**src/rtl/fp_mul_arbiter.sv**
```systemverilog
// fp_mul_arbiter: round-robin arbiter/sequencer sharing one FP32 multiplier among NUM_REQ
// requesters. Define FPMUL_ARB_TIMEOUT_EN to build the WAIT-state watchdog.
module fp_mul_arbiter #(
   parameter int unsigned NUM_REQ        = 4,
   parameter int unsigned ID_W           = $clog2(NUM_REQ),
   parameter int unsigned TIMEOUT_CYCLES = 16
) (
   input  logic                  clk,
   input  logic                  rst,
   input  logic [NUM_REQ-1:0]    req_valid_i,
   output logic [NUM_REQ-1:0]    req_ready_o,
   input  logic [NUM_REQ*32-1:0] req_a_i,
   input  logic [NUM_REQ*32-1:0] req_b_i,
   output logic [NUM_REQ-1:0]    resp_valid_o,
   output logic [ID_W-1:0]       resp_id_o,
   output logic [31:0]           resp_product_o,
   output logic [4:0]            resp_flags_o,
   output logic                  mul_start_o,
   output logic [31:0]           mul_a_o,
   output logic [31:0]           mul_b_o,
   input  logic                  mul_done_i,
   input  logic                  mul_nan_i,
   input  logic                  mul_inf_i,
   input  logic                  mul_ovf_i,
   input  logic                  mul_unf_i,
   input  logic [31:0]           mul_product_i
);

   typedef enum logic [1:0] {StIdle, StIssue, StWait, StResp} state_e;

   state_e          state_q, state_d;
   logic [ID_W-1:0] rr_ptr_q, rr_ptr_d;
   logic [ID_W-1:0] gnt_id_q, gnt_id_d;
   logic [ID_W-1:0] resp_id_q, resp_id_d;
   logic [31:0]     a_q, a_d, b_q, b_d;
   logic [31:0]     prod_q, prod_d;
   logic [4:0]      flags_q, flags_d;

   logic            req_found;
   logic [ID_W-1:0] req_idx;
   logic [ID_W-1:0] cand;
   logic            timeout;

   // Round-robin search: first valid requester at or above rr_ptr, wrapping modulo NUM_REQ.
   always_comb begin
      req_found = 1'b0;
      req_idx   = '0;
      cand      = '0;
      for (int unsigned i = 0; i < NUM_REQ; i++) begin
         cand = ID_W'((32'(rr_ptr_q) + i) % NUM_REQ);
         if (!req_found && req_valid_i[cand]) begin
            req_found = 1'b1;
            req_idx   = cand;
         end
      end
   end

`ifdef FPMUL_ARB_TIMEOUT_EN
   logic [7:0] wdog_q, wdog_d;

   // Watchdog: cleared on issue, saturating count of WAIT cycles.
   always_comb begin
      wdog_d = wdog_q;
      if (state_q == StIssue) begin
         wdog_d = '0;
      end else if (state_q == StWait && wdog_q != 8'hFF) begin
         wdog_d = wdog_q + 8'd1;
      end
   end

   // Watchdog counter register.
   always_ff @(posedge clk) begin
      if (rst) wdog_q <= '0;
      else     wdog_q <= wdog_d;
   end

   // wdog_d counts the current WAIT cycle, so this fires on the TIMEOUT_CYCLES-th one.
   assign timeout = (state_q == StWait) && (wdog_d >= 8'(TIMEOUT_CYCLES));
`else
   assign timeout = 1'b0;
`endif

   // Next-state, datapath capture and handshake outputs.
   always_comb begin
      state_d      = state_q;
      rr_ptr_d     = rr_ptr_q;
      gnt_id_d     = gnt_id_q;
      resp_id_d    = resp_id_q;
      a_d          = a_q;
      b_d          = b_q;
      prod_d       = prod_q;
      flags_d      = flags_q;
      req_ready_o  = '0;
      resp_valid_o = '0;
      mul_start_o  = 1'b0;
      unique case (state_q)
         StIdle: begin
            if (req_found) begin
               req_ready_o[req_idx] = 1'b1;
               a_d      = req_a_i[{req_idx, 5'd0} +: 32];
               b_d      = req_b_i[{req_idx, 5'd0} +: 32];
               gnt_id_d = req_idx;
               state_d  = StIssue;
            end
         end
         StIssue: begin
            mul_start_o = 1'b1;
            state_d     = StWait;
         end
         StWait: begin
            // Done takes priority over a coincident timeout.
            if (mul_done_i) begin
               prod_d    = mul_product_i;
               flags_d   = {1'b0, mul_nan_i, mul_inf_i, mul_ovf_i, mul_unf_i};
               resp_id_d = gnt_id_q;
               state_d   = StResp;
            end else if (timeout) begin
               prod_d    = '0;
               flags_d   = 5'b10000;
               resp_id_d = gnt_id_q;
               state_d   = StResp;
            end
         end
         StResp: begin
            resp_valid_o[gnt_id_q] = 1'b1;
            rr_ptr_d = (gnt_id_q == ID_W'(NUM_REQ - 1)) ? '0 : gnt_id_q + 1'b1;
            state_d  = StIdle;
         end
         default: state_d = StIdle;
      endcase
   end

   // State and datapath registers, synchronous reset.
   always_ff @(posedge clk) begin
      if (rst) begin
         state_q   <= StIdle;
         rr_ptr_q  <= '0;
         gnt_id_q  <= '0;
         resp_id_q <= '0;
         a_q       <= '0;
         b_q       <= '0;
         prod_q    <= '0;
         flags_q   <= '0;
      end else begin
         state_q   <= state_d;
         rr_ptr_q  <= rr_ptr_d;
         gnt_id_q  <= gnt_id_d;
         resp_id_q <= resp_id_d;
         a_q       <= a_d;
         b_q       <= b_d;
         prod_q    <= prod_d;
         flags_q   <= flags_d;
      end
   end

   assign mul_a_o        = a_q;
   assign mul_b_o        = b_q;
   assign resp_id_o      = resp_id_q;
   assign resp_product_o = prod_q;
   assign resp_flags_o   = flags_q;

endmodule
```
**config.mk**
```make
export PLATFORM = sky130hd
export DESIGN_NAME = fp_mul_arbiter
export DESIGN_NICKNAME = d
export VERILOG_FILES = /design/src/rtl/fp_mul_arbiter.sv
export SDC_FILE = /design/constraint.sdc
export NUM_CORES = 1
export LEC_CHECK = 0
export CORE_AREA = 2 2 160 162
export CTS_CLUSTER_SIZE = 40
export DETAILED_ROUTE_END_ITERATION = 12
export DIE_AREA = 0 0 162 164
export SETUP_SLACK_MARGIN = 0.2
export SYNTH_ARGS = -nofsm -noshare
export SYNTH_HDL_FRONTEND = slang
export SYNTH_SLANG_ARGS = --single-unit
```
**constraint.sdc**
```tcl
create_clock -name clk -period 3 [get_ports clk]
set_input_delay 0.45 -clock clk [delete_from_list [all_inputs] [get_ports clk]]
set_output_delay 0.45 -clock clk [all_outputs]
set_load 0.01 [all_outputs]
```
# Yosys cells after proc, flatten, opt, wreduce, memory -nomap -nowiden
# Cells that the tools add are included.
dict set report totals {
  regBits 108
  latchBits 0
  ram_bits 0
  rom_bits 0
  word_cells 68
  mem_count 0
}
dict set report op_classes {
  n_addsub 4
  n_mul 0
  div 0
  n_lt_le_gt_ge 8
  eq_ne 6
  shift 2
  muxes 28
  bitwise 0
  n_reduce_logical 12
}
# cell count
set op_table {}
lappend op_table {{128-bit by 8-bit indexed part select with 32-bit output} 2}
lappend op_table {{2-bit by 3-bit less-than comparator with 1-bit output (second input constant)} 6}
lappend op_table {{2-bit two-way mux} 7}
lappend op_table {{4-bit two-way mux} 3}
lappend op_table {{1-bit two-way mux} 11}
lappend op_table {{1-bit binary-select mux with 2-bit select} 4}
lappend op_table {{2-bit case mux with 4 select lines} 1}
lappend op_table {{2-bit == test (second input constant)} 3}
lappend op_table {{2-bit AND reduction} 3}
lappend op_table {{1-bit logical AND} 5}
lappend op_table {{2-bit by 1-bit adder with 2-bit output (second input constant)} 2}
lappend op_table {{2-bit adder (second input constant)} 2}
lappend op_table {{1-bit demux with 2-bit select} 2}
lappend op_table {{2-bit by 1-bit greater-or-equal comparator with 1-bit output (second input constant)} 2}
lappend op_table {{2-bit != test (second input constant)} 2}
lappend op_table {{1-bit logical NOT} 3}
lappend op_table {{2-bit by 1-bit == test with 1-bit output (second input constant)} 1}
lappend op_table {{2-bit logical NOT} 1}

# Logic depth before layout (Yosys ltp)
# Gate-level depths: netlist of run 1.
dict set report logic_depth {
  ltp_word 18
  mapped_depth 8
}

# Worst setup path after synthesis of run 1
# No wires, ideal clock.
dict set report synth_path {
  kind {register -> output}
  startpoint {reg state_q[0]}
  endpoint {out req_ready_o[1]}
  arrival_time_ns 1.748
  slack_ns 0.802
  path_stages_with_launch 8
  n_path_buf 2
  path_cell_list {dfxtp_1 inv_1 ha_1 a21boi_0 clkbuf_1 buf_1 nand2_1 nor2_1}
}
dict set report synth_via {
  elab_chain_len 2
}
# item line
set synth_lines {}
lappend synth_lines {{from (decl)} 31} ;# state_e state_q, state_d;
lappend synth_lines {{from (signal assigned)} 136} ;# state_q <= StIdle;
lappend synth_lines {{from (signal assigned)} 145} ;# state_q <= state_d;
lappend synth_lines {{2-bit logical NOT} 96} ;# unique case (state_q)
lappend synth_lines {{4-bit two-way mux} 96}
lappend synth_lines {{to (decl)} 11} ;# output logic [NUM_REQ-1:0] req_ready_o,
# Every way passes these cells.

# Worst setup path in the final report of run 1
dict set report layout_path {
  startpoint {in req_valid_i[2]}
  endpoint {reg a_q[26] (netlist: mul_a_o[26])}
}
dict set report layout_via {
  elab_chain_len 13
  word_cells_on_any_way 24
}
# item line
set layout_lines {}
lappend layout_lines {{from (decl)} 10} ;# input logic [NUM_REQ-1:0] req_valid_i,
lappend layout_lines {{1-bit binary-select mux with 2-bit select} 51} ;# if (!req_found && req_valid_i[cand]) begin
lappend layout_lines {{1-bit two-way mux (implied by the code)} 51}
lappend layout_lines {{1-bit two-way mux} 51}
lappend layout_lines {{1-bit logical NOT} 51}
lappend layout_lines {{1-bit logical AND} 51}
lappend layout_lines {{1-bit two-way mux} 51}
lappend layout_lines {{1-bit logical NOT} 51}
lappend layout_lines {{1-bit logical AND} 51}
lappend layout_lines {{1-bit two-way mux} 51}
lappend layout_lines {{1-bit logical NOT} 51}
lappend layout_lines {{1-bit logical AND} 51}
lappend layout_lines {{2-bit two-way mux or 1-bit two-way mux (tied branches)} 51}
lappend layout_lines {{128-bit by 8-bit indexed part select with 32-bit output or 2-bit AND reduction (tied branches)} n/a}
lappend layout_lines {{to (signal assigned)} 140} ;# a_q <= '0;
lappend layout_lines {{to (signal assigned)} 149} ;# a_q <= a_d;
lappend layout_lines {{to (decl)} 35} ;# logic [31:0] a_q, a_d, b_q, b_d;
# Parallel ways exist; a longest one is shown, timed or not. The select of a mux whose other input is x is not followed.
# A chain may end at the register's enable or synchronous reset.

==> metrics.txt, run 1 <==
relative slew slack=0.311; num ports=approximately 400; fin cells=around 1.6k; buffers and inverters on the worst path=2; minimum clock period=approximately 2.7 ns; total CTS buffers=9; largest net degree at the start of global routing=roughly 250; CP endpoint kind=flop; ys flop type=dfxtp_1; Post-synth EDFFs=0; CTS Sinks=roughly 110; CP cell instances=clkdlybuf4s50_1 > nor2b_1 > or4b_4 > buf_12 > and3_1 > o32ai_2 > a21oi_1; Fin. Hold Viols=0; flop-to-flop setup slack=0.39 ns; r2r worst-path depth=6; top cell type's share of synthesized area=0.292; drt wl/cell=about 19 um; sequential share of the synthesized area=0.292; synth cell count leaders=and3_1 (126), dfxtp_1 (108), a21oi_1 (104), a21boi_0 (92), nand2_1 (81); Die Y=approximately 160 um; Slew Limit Fails=0; leakage power figure=roughly 4.4 nW; WHS=around 0.46 ns; GP Congestion=between 0.8 and 0.9; critical path depth=7; initial drt markers=about 490; Slowest cell on crit path=or4b_4; critical path endpoint=mul_a_o[26]$_SDFFE_PP0P_; Slowest Stage Delay on Critical Path=approximately 0.57 ns; router iterations before antenna repair=4; Syn Std Cell Area=between 0.007 and 0.008 mm^2; period utilization=0.914; VDD IR-drop max=between 0.5 and 0.6 mV; post-synthesis register bit count=108; clk slew on worst S/H paths=about 0.09 ns; Pwr Density=537 mW/mm^2; number of vias per cell=5.13; Initial Util=0.299; outcome=complete, no violations; total grt overflow=0; Layout Nets=1,607; Post-Syn Instances=just under 1k; r2r endpoint=mul_a_o[26]$_SDFFE_PP0P_; die area=0.0266 mm^2; RSZ-0062 raised after global routing=no; port bufs=roughly 410; post-synth cell types=35; final wirelength=around 31 mm; number of global-route vias before repair=between 8k and 9k; Skew-Pair Late Insertion Delay=roughly 0.37 ns; Hold Crit Class=in -> reg; critical path class=in -> reg; syn_area_per_cell=7.69 um^2; Syn Nets=1,271; Routed Antenna Nets=0; Area Growth Syn to Fin=62.2%; GRT Overall Usage=0.224; DRC errors left=0; top cells by area, synth=dfxtp_1 (29%), and3_1 (11%), a21boi_0 (9.3%); crit path launch type=primary input; yosys warns=0; total core area=roughly 0.025 mm^2; CP required=about 3.2 ns; global-route wire length before repair=between 40 and 50 mm; H-Tree Depth=3; async set or reset register ratio after synthesis=0; DR vias=~8.4k; Critical Path Start=req_valid_i[2]; largest area contributor in the netlist=dfxtp_1; CTS Hold Buffers Added=0; largest delay contributor family on the critical path=simple AND/OR/NAND/NOR gates; layout cell share with drive strength beyond 1=0.0452; MaxCap Viol Count=0; maximum clock frequency=365 MHz; Critical R2R Launch=rr_ptr_q[0]$_SDFFE_PP0P_; Worst Max-Slew Pin Slew=1.03 ns; CTS tree=done; top-count cell post-synth=and3_1; Util after Layout=0.485; dpl cells=1,619; CTS root buffer=clkbuf_16; DP Wirelength=approximately 22 mm; die width=roughly 160 um; crit path max fanout=around 250; initial antenna violation count=0; CP Data Arrival Time=between 2 and 3 ns; clk buf depth=2; Clock Skew=approximately 0.012 ns; num rows=58; setup TNS=0 ns; Finish-stage setup viols=0
==> what timing repair did <==
item | in CTS | in global routing
gates resized for setup | 4 | 1
endpoints found under the setup margin | 4 | 1
setup buffers | 0 | 0
==> layout make-up <==
class / instances / area [um^2]
Antenna cell: 1 / 2.50
Multi-Input combinational cell: 741 / 4750
Inverter: 5 / 18.8
Clock buffer: 9 / 225
Timing Repair Buffer: 435 / 4360
Fill cell: 2447 / 12800
Sequential cell: 108 / 2160
Tap cell: 330 / 413
Clock inverter: 7 / 88.8
==> state kept, by name, summed over array words and instances, names as in the netlist <==
signal and flops:
state_q 2, mul_a_o 32, resp_id_o 2, resp_product_o 32, mul_b_o 32, rr_ptr_q 2, gnt_id_q 2, resp_flags_o 4
==> worst min path at each step <==
stage / depth (start not counted) / to / start / slack (ns)
finish: 2 / mul_b_o[13]$_SDFFE_PP0P_ / rst / 0.46
global route: 2 / resp_id_o[1]$_SDFFE_PP0P_ / rst / 0.46
CTS: 2 / mul_a_o[25]$_SDFFE_PP0P_ / rst / 0.45
detailed placement: 2 / resp_product_o[28]$_SDFFE_PP0P_ / resp_product_o[28]$_SDFFE_PP0P_ / 0.45
global placement: 2 / resp_product_o[25]$_SDFFE_PP0P_ / resp_product_o[25]$_SDFFE_PP0P_ / 0.44
floorplan: 2 / resp_id_o[1]$_SDFFE_PP0P_ / gnt_id_q[1]$_SDFFE_PP0P_ / 0.48
==> metrics by stage <==
step / power (mW) / setup slack (ns) / cell area [um^2]
2_1_floorplan: 3.56 / 0.802 / 7410
3_3_place_gp: 5.20 / 0.0852 / 11700
3_5_place_dp: 5.22 / 0.0671 / 11700
4_1_cts: 6.56 / 0.123 / 12000
5_1_grt: 6.87 / 0.238 / 12000
6_report: 6.46 / 0.258 / 12000
==> routing by layer <==
metal | global-route usage | up-vias | wire length, um
met5 | 0 | - | 0
met4 | 0.0475 | 0 | 437
met3 | 0.0598 | 27 | 2210
met2 | 0.385 | 256 | 15000
met1 | 0.281 | 3936 | 13700
li1 | - | 4176 | -
==> layout by cell type (no fill, tap or decap), types with 2 or more instances in the layout <==
master / count
a21boi_0: 91
a21boi_1: 35
a21oi_1: 104
and2_1: 68
and3_1: 126
buf_12: 6
buf_4: 20
clkbuf_16: 9
clkdlybuf4s50_1: 404
clkinv_8: 2
dfxtp_1: 108
dlygate4sd2_1: 3
ha_1: 8
inv_1: 5
inv_8: 2
mux2_2: 2
mux2i_1: 2
nand2_1: 81
nor2_1: 13
nor2b_1: 3
nor3_1: 5
nor3b_1: 64
o21ai_0: 51
o21ai_1: 12
o32ai_1: 59
o32ai_2: 4
==> cells by family after synthesis <==
group | count (synthesis) | synth area share
buffers and inverters | 115 | 0.0726
multiplexers | 4 | 0.00574
AO/OA/AOI/OAI | 363 | 0.328
AND/OR/NAND/NOR | 365 | 0.288
adder cells (fa/ha/maj) | 8 | 0.0135
other | 1 | 0.000506
flip-flops | 108 | 0.292
==> power by group <==
part	total [mW]	leakage (nW)	switching [mW]	internal (mW)
clock	1.31	0.153	0.700	0.609
sequential	1.91	0.883	0.186	1.72
combinational	3.24	3.37	1.65	1.59
total	6.46	4.41	2.54	3.92
No activity file was read; power rests on OpenSTA's default activity.
==> run 2: changes to the inputs <==
--- a/config.mk
+++ b/config.mk
@@ -5,10 +5,12 @@
 export SDC_FILE = /design/constraint.sdc
 export NUM_CORES = 1
 export LEC_CHECK = 0
-export CORE_AREA = 2 2 160 162
+export CORE_AREA = 2 2 159 161
 export CTS_CLUSTER_SIZE = 40
 export DETAILED_ROUTE_END_ITERATION = 12
-export DIE_AREA = 0 0 162 164
+export DIE_AREA = 0 0 161 163
+export DONT_BUFFER_PORTS = 1
+export GPL_ROUTABILITY_DRIVEN = 0
 export SETUP_SLACK_MARGIN = 0.2
 export SYNTH_ARGS = -nofsm -noshare
 export SYNTH_HDL_FRONTEND = slang
==> run 2 against run 1 <==
Routed wire length is 13% lower; sequential power grew 10%; design area fell by 34%; cell count decreased by 25%; via count is 14% lower; clock skew down 0.0013 ns; count of clock-buffer cells in the layout stayed put; combinational power shrank 36%; register-to-register slack improved by 0.14 ns; critical path depth shrank 3; global-route usage is 3.7 points lower.
==> metrics.txt, run 2 (same netlist as run 1, synthesis figures left out) <==
total core area=0.0247 mm^2; Die Y=approximately 160 um; outcome=complete, no violations; period utilization=0.880; total grt overflow=0; Layout Nets=1,195; DRC errors left=0; met3 WL post-DR=roughly 2.5 mm; Fin. Hold Viols=0; Area Growth Syn to Fin=6.68%; CP required=between 2 and 3 ns; num rows=between 50 and 60; Critical R2R Launch=rr_ptr_q[1]$_SDFFE_PP0P_; flop-to-flop setup slack=roughly 0.53 ns; final wirelength=roughly 27 mm; layout cell share with drive strength beyond 1=0.0605; die width=161 um; GRT Overall Usage=0.186; num ports=between 400 and 500; DR top layer=met5; CP Data Arrival Time=approximately 2.2 ns; relative slew slack=0.575; dpl cells=1,205; CP endpoint kind=output pin; number of global-route vias before repair=6,601; critical path class=reg -> out; clk slew on worst S/H paths=roughly 0.090 ns; initial drt markers=about 450; largest net degree at the start of global routing=roughly 170; CTS root buffer=clkbuf_16; clk buf depth=2; number of vias per cell=between 5 and 6; port bufs=0; commonest cells after routing, fill and taps aside=and3_1 (126), dfxtp_1 (108), a21oi_1 (104); global-route wire length before repair=38.7 mm; minimum clock period=2.64 ns; Pwr Density=about 690 mW/mm^2; Finish-stage setup viols=0; RSZ-0062 raised after global routing=no; VDD IR-drop max=approximately 0.41 mV; crit path max fanout=31; met1 WL=11.5 mm; DP Wirelength=~18 mm; Hold Path End=mul_a_o[0]$_SDFFE_PP0P_; leakage power figure=2.80 nW; CTS Sinks=~110; CTS tree=done; setup TNS=0 ns; Skew-Pair Late Insertion Delay=between 0.3 and 0.4 ns; Clock Skew=roughly 0.010 ns; Slew Limit Fails=0; maximum clock frequency=~380 MHz; Hold Crit Class=in -> reg; min-delay src=rst; Hold Path Stages=1; Worst Max-Slew Pin Slew=between 0.6 and 0.7 ns; MaxCap Viol Count=0; leading cell type in the layout, fill and taps excluded=and3_1; Initial Util=0.301; r2r endpoint=mul_b_o[3]$_SDFFE_PP0P_; H-Tree Depth=3; fin cells=between 1k and 1.5k; Met2 Wirelength=about 13 mm; router iterations before antenna repair=5; CTS Hold Buffers Added=0; DR vias=approximately 7.2k; PostCTS Resize Cnt=0; drt wl/cell=~22 um; Routed Antenna Nets=0; total CTS buffers=9; post-CTS setup buffer count=0; die area=0.0262 mm^2; crit path launch type=flop; initial antenna violation count=11; r2r worst-path depth=5
==> run 2: routing by layer <==
layer,vias up,GRT usage
li1,3368,-
met1,3445,0.236
met2,365,0.304
met3,34,0.0598
met4,4,0.0548
met5,-,0
==> run 2: area by class of cell <==
cell class / count / area, um^2
Sequential cell: 108 / 2160
Tap cell: 330 / 413
Timing Repair Buffer: 21 / 220
Antenna cell: 7 / 17.5
Multi-Input combinational cell: 743 / 4770
Inverter: 5 / 18.8
Clock inverter: 7 / 86.3
Fill cell: 2686 / 16800
Clock buffer: 9 / 225
==> run 2: worst max-delay path by stage <==
stage,from,cells after the start,endpoint
floorplan,state_q[0]$_SDFFE_PP0P_,7,req_ready_o[1]
global placement,req_valid_i[2],6,mul_b_o[3]$_SDFFE_PP0P_
detailed placement,req_valid_i[2],6,mul_b_o[3]$_SDFFE_PP0P_
CTS,rr_ptr_q[0]$_SDFFE_PP0P_,5,req_ready_o[1]
global route,rr_ptr_q[1]$_SDFFE_PP0P_,4,req_ready_o[3]
finish,rr_ptr_q[1]$_SDFFE_PP0P_,4,req_ready_o[1]
==> run 2: worst max-delay path: stages (launching register included) <==
cell and delay [ns]:
dfxtp_1 0.41, or4_4 0.79, nand2_1 0.26, nand2_1 0.13
nor2_1 0.23
==> run 2: where the power goes <==
group | leakage (nW) | switching, mW | total, mW | internal [mW]
sequential | 0.883 | 0.386 | 2.11 | 1.72
combinational | 1.77 | 1.30 | 2.07 | 0.775
clock | 0.151 | 0.681 | 1.29 | 0.606
total | 2.80 | 2.36 | 5.47 | 3.10
==> run 2: per-stage QoR <==
stage          hold WS, ns   util  instance area (um^2)  power, mW  setup WS (ns)
6_report             0.183  0.321                  7910       5.47          0.361
4_1_cts              0.143  0.319                  7870       5.53          0.223
3_3_place_gp         0.489  0.306                  7560       4.16          0.459
3_5_place_dp         0.492  0.306                  7560       4.20          0.448
5_1_grt              0.142  0.320                  7910       5.84          0.202
2_1_floorplan        0.477      -                  7410       3.56          0.802
==> run 3: changes to the inputs <==
--- a/config.mk
+++ b/config.mk
@@ -5,13 +5,18 @@
 export SDC_FILE = /design/constraint.sdc
 export NUM_CORES = 1
 export LEC_CHECK = 0
-export CORE_AREA = 2 2 159 161
+export CELL_PAD_IN_SITES_DETAIL_PLACEMENT = 0
+export CELL_PAD_IN_SITES_GLOBAL_PLACEMENT = 2
+export CORE_ASPECT_RATIO = 0.6
+export CORE_MARGIN = 2
+export CORE_UTILIZATION = 36
 export CTS_CLUSTER_SIZE = 40
 export DETAILED_ROUTE_END_ITERATION = 12
-export DIE_AREA = 0 0 161 163
 export DONT_BUFFER_PORTS = 1
 export GPL_ROUTABILITY_DRIVEN = 0
+export PLACE_DENSITY_LB_ADDON = 0.1
 export SETUP_SLACK_MARGIN = 0.2
 export SYNTH_ARGS = -nofsm -noshare
 export SYNTH_HDL_FRONTEND = slang
 export SYNTH_SLANG_ARGS = --single-unit
+export TNS_END_PERCENT = 10
==> run 3 against run 2 <==
First-iteration DRC count down 25%; routed wire length grew 4.4%; combinational power about the same; maximum frequency shrank 1.7%; clock power up 12%; sequential cell count unchanged; core utilization rose by 7.6 points; largest power group unchanged; critical path type unchanged; non-clock buffer count increased by 4; via count decreased by 3.6%; register-to-register slack got worse by 0.03 ns; sequential power about the same; sequential share of layout area down 0.21 points.
==> metrics.txt, run 3 (same netlist as run 1, synthesis figures left out) <==
outcome=complete, no violations; clk slew on worst S/H paths=0.08 ns; CTS Hold Buffers Added=0; port bufs=0; final wirelength=roughly 28 mm; WHS=approximately 0.16 ns; period utilization=0.895; Skew-Pair Late Insertion Delay=~0.37 ns; dpl cells=1,152; die width=roughly 190 um; CP required=2.55 ns; fin cells=1,184; Slew Limit Fails=0; number of vias per cell=between 5 and 6; die area=0.0218 mm^2; num rows=40; total CTS buffers=9; Fin. Hold Viols=0; Reg power frac=0.378; PostCTS Resize Cnt=0; Finish-stage setup viols=0; Fill cells=roughly 2.1k; min-delay src=rst; CTS root buffer=clkbuf_16; layout cell share with drive strength beyond 1=0.0657; Area Growth Syn to Fin=7.53%; Seq. cell area=0.00216 mm^2; setup TNS=0 ns; Int Pwr=3.35 mW; minimum clock period=between 2 and 3 ns; leakage power figure=~2.9 nW; leading cell type in the layout, fill and taps excluded=and3_1; RSZ-0062 raised after global routing=no; Clk pwr share=0.256; crit path launch type=flop; global-route wire length before repair=around 39 mm; Pwr Density=711 mW/mm^2; critical path class=reg -> out; Hold Crit Class=in -> reg; net switching power=around 2.3 mW; total grt overflow=0; crit path max fanout=14; drt wl/cell=23.9 um; Clock Skew=about 0.0070 ns; met1 WL=12.4 mm; router iterations before antenna repair=4; Power Total=5.67 mW; maximum clock frequency=about 370 MHz; CP endpoint kind=output pin; Routed Antenna Nets=0; clk buf depth=2; commonest cells after routing, fill and taps aside=and3_1 (126), dfxtp_1 (108), a21oi_1 (104); initial drt markers=338; post-CTS setup buffer count=0; DP Wirelength=a little over 20 mm; num ports=approximately 410; total core area=about 0.02 mm^2; number of global-route vias before repair=~6.2k; initial antenna violation count=12; DR top layer=met5; Sw Ratio=0.410; Worst Max-Slew Pin Slew=roughly 0.68 ns; largest net degree at the start of global routing=between 150 and 200; GRT Overall Usage=0.235; Critical R2R Launch=rr_ptr_q[0]$_SDFFE_PP0P_; relative slew slack=0.544; met3 WL post-DR=2.37 mm; CTS Sinks=108; H-Tree Depth=3; Layout Nets=approximately 1.2k; Critical Path Start=rr_ptr_q[0]$_SDFFE_PP0P_; Combinational Power Share=0.366; VDD IR-drop max=roughly 0.3 mV; DR vias=6,953; CP Data Arrival Time=between 2 and 2.5 ns; Initial Util=0.369; DRC errors left=0; multi-input logic area=0.00478 mm^2; MaxCap Viol Count=0; Die Y=about 120 um; Met2 Wirelength=around 13 mm; CTS tree=done
[run 3: through the flow]
stage / cell area [um^2] / utilization / worst slack, ns
after floorplan: 7410 / - / 0.802
after global placement: 7560 / 0.376 / 0.335
after detailed placement: 7560 / 0.376 / 0.301
after CTS: 7910 / 0.393 / 0.215
after global routing: 7960 / 0.396 / 0.209
final: 7970 / 0.396 / 0.316
[run 3: final timing paths]
path | endpoint | slack, ns | depth (start not counted)
worst max register to register | mul_a_o[16]$_SDFFE_PP0P_ | 0.50 | 7
worst min register to register | resp_id_o[0]$_SDFFE_PP0P_ | 0.50 | 2
worst max-delay path | req_ready_o[1] | 0.32 | 5
worst min-delay path | resp_product_o[5]$_SDFFE_PP0P_ | 0.16 | 1
[run 3: cell type report]
| cell class | count | area share |
|---|---|---|
| multi-input cells | 744 | 0.599 |
| clock buffers | 9 | 0.0282 |
| flip-flops and latches | 108 | 0.271 |
| clock inverters | 7 | 0.0162 |
| diodes | 13 | 0.00408 |
| well taps | 273 | 0.0428 |
| inverters | 5 | 0.00235 |
| repair buffers | 25 | 0.0361 |
[run 3: per-layer routing]
layer / global-route usage / vias to the layer above
met2: 0.373 / 255
met3: 0.0873 / 21
met5: 0 / -
li1: - / 3394
met4: 0.0512 / 4
met1: 0.305 / 3279
[run 3: worst max-delay path, cell delays in order, from the launching register on]
cell and delay (ns):
dfxtp_1 0.42, nor2b_1 0.15, or4b_4 0.71, nand2_1 0.24
nand2_1 0.12, nor2_1 0.23
[run 3: power by group through the flow]
stage	clock [mW]	sequential (mW)	combinational (mW)
5_1_grt	1.55	2.18	2.29
2_1_floorplan	0	2.03	1.53
3_5_place_dp	0	2.19	2.07
6_report	1.45	2.14	2.07
3_3_place_gp	0	2.17	2.02
4_1_cts	1.50	2.15	2.07
[run 3: what timing repair did]
action                     CTS  global route
cloned                       0             3
pin swaps                    1             2
setup endpoints to repair    2             2
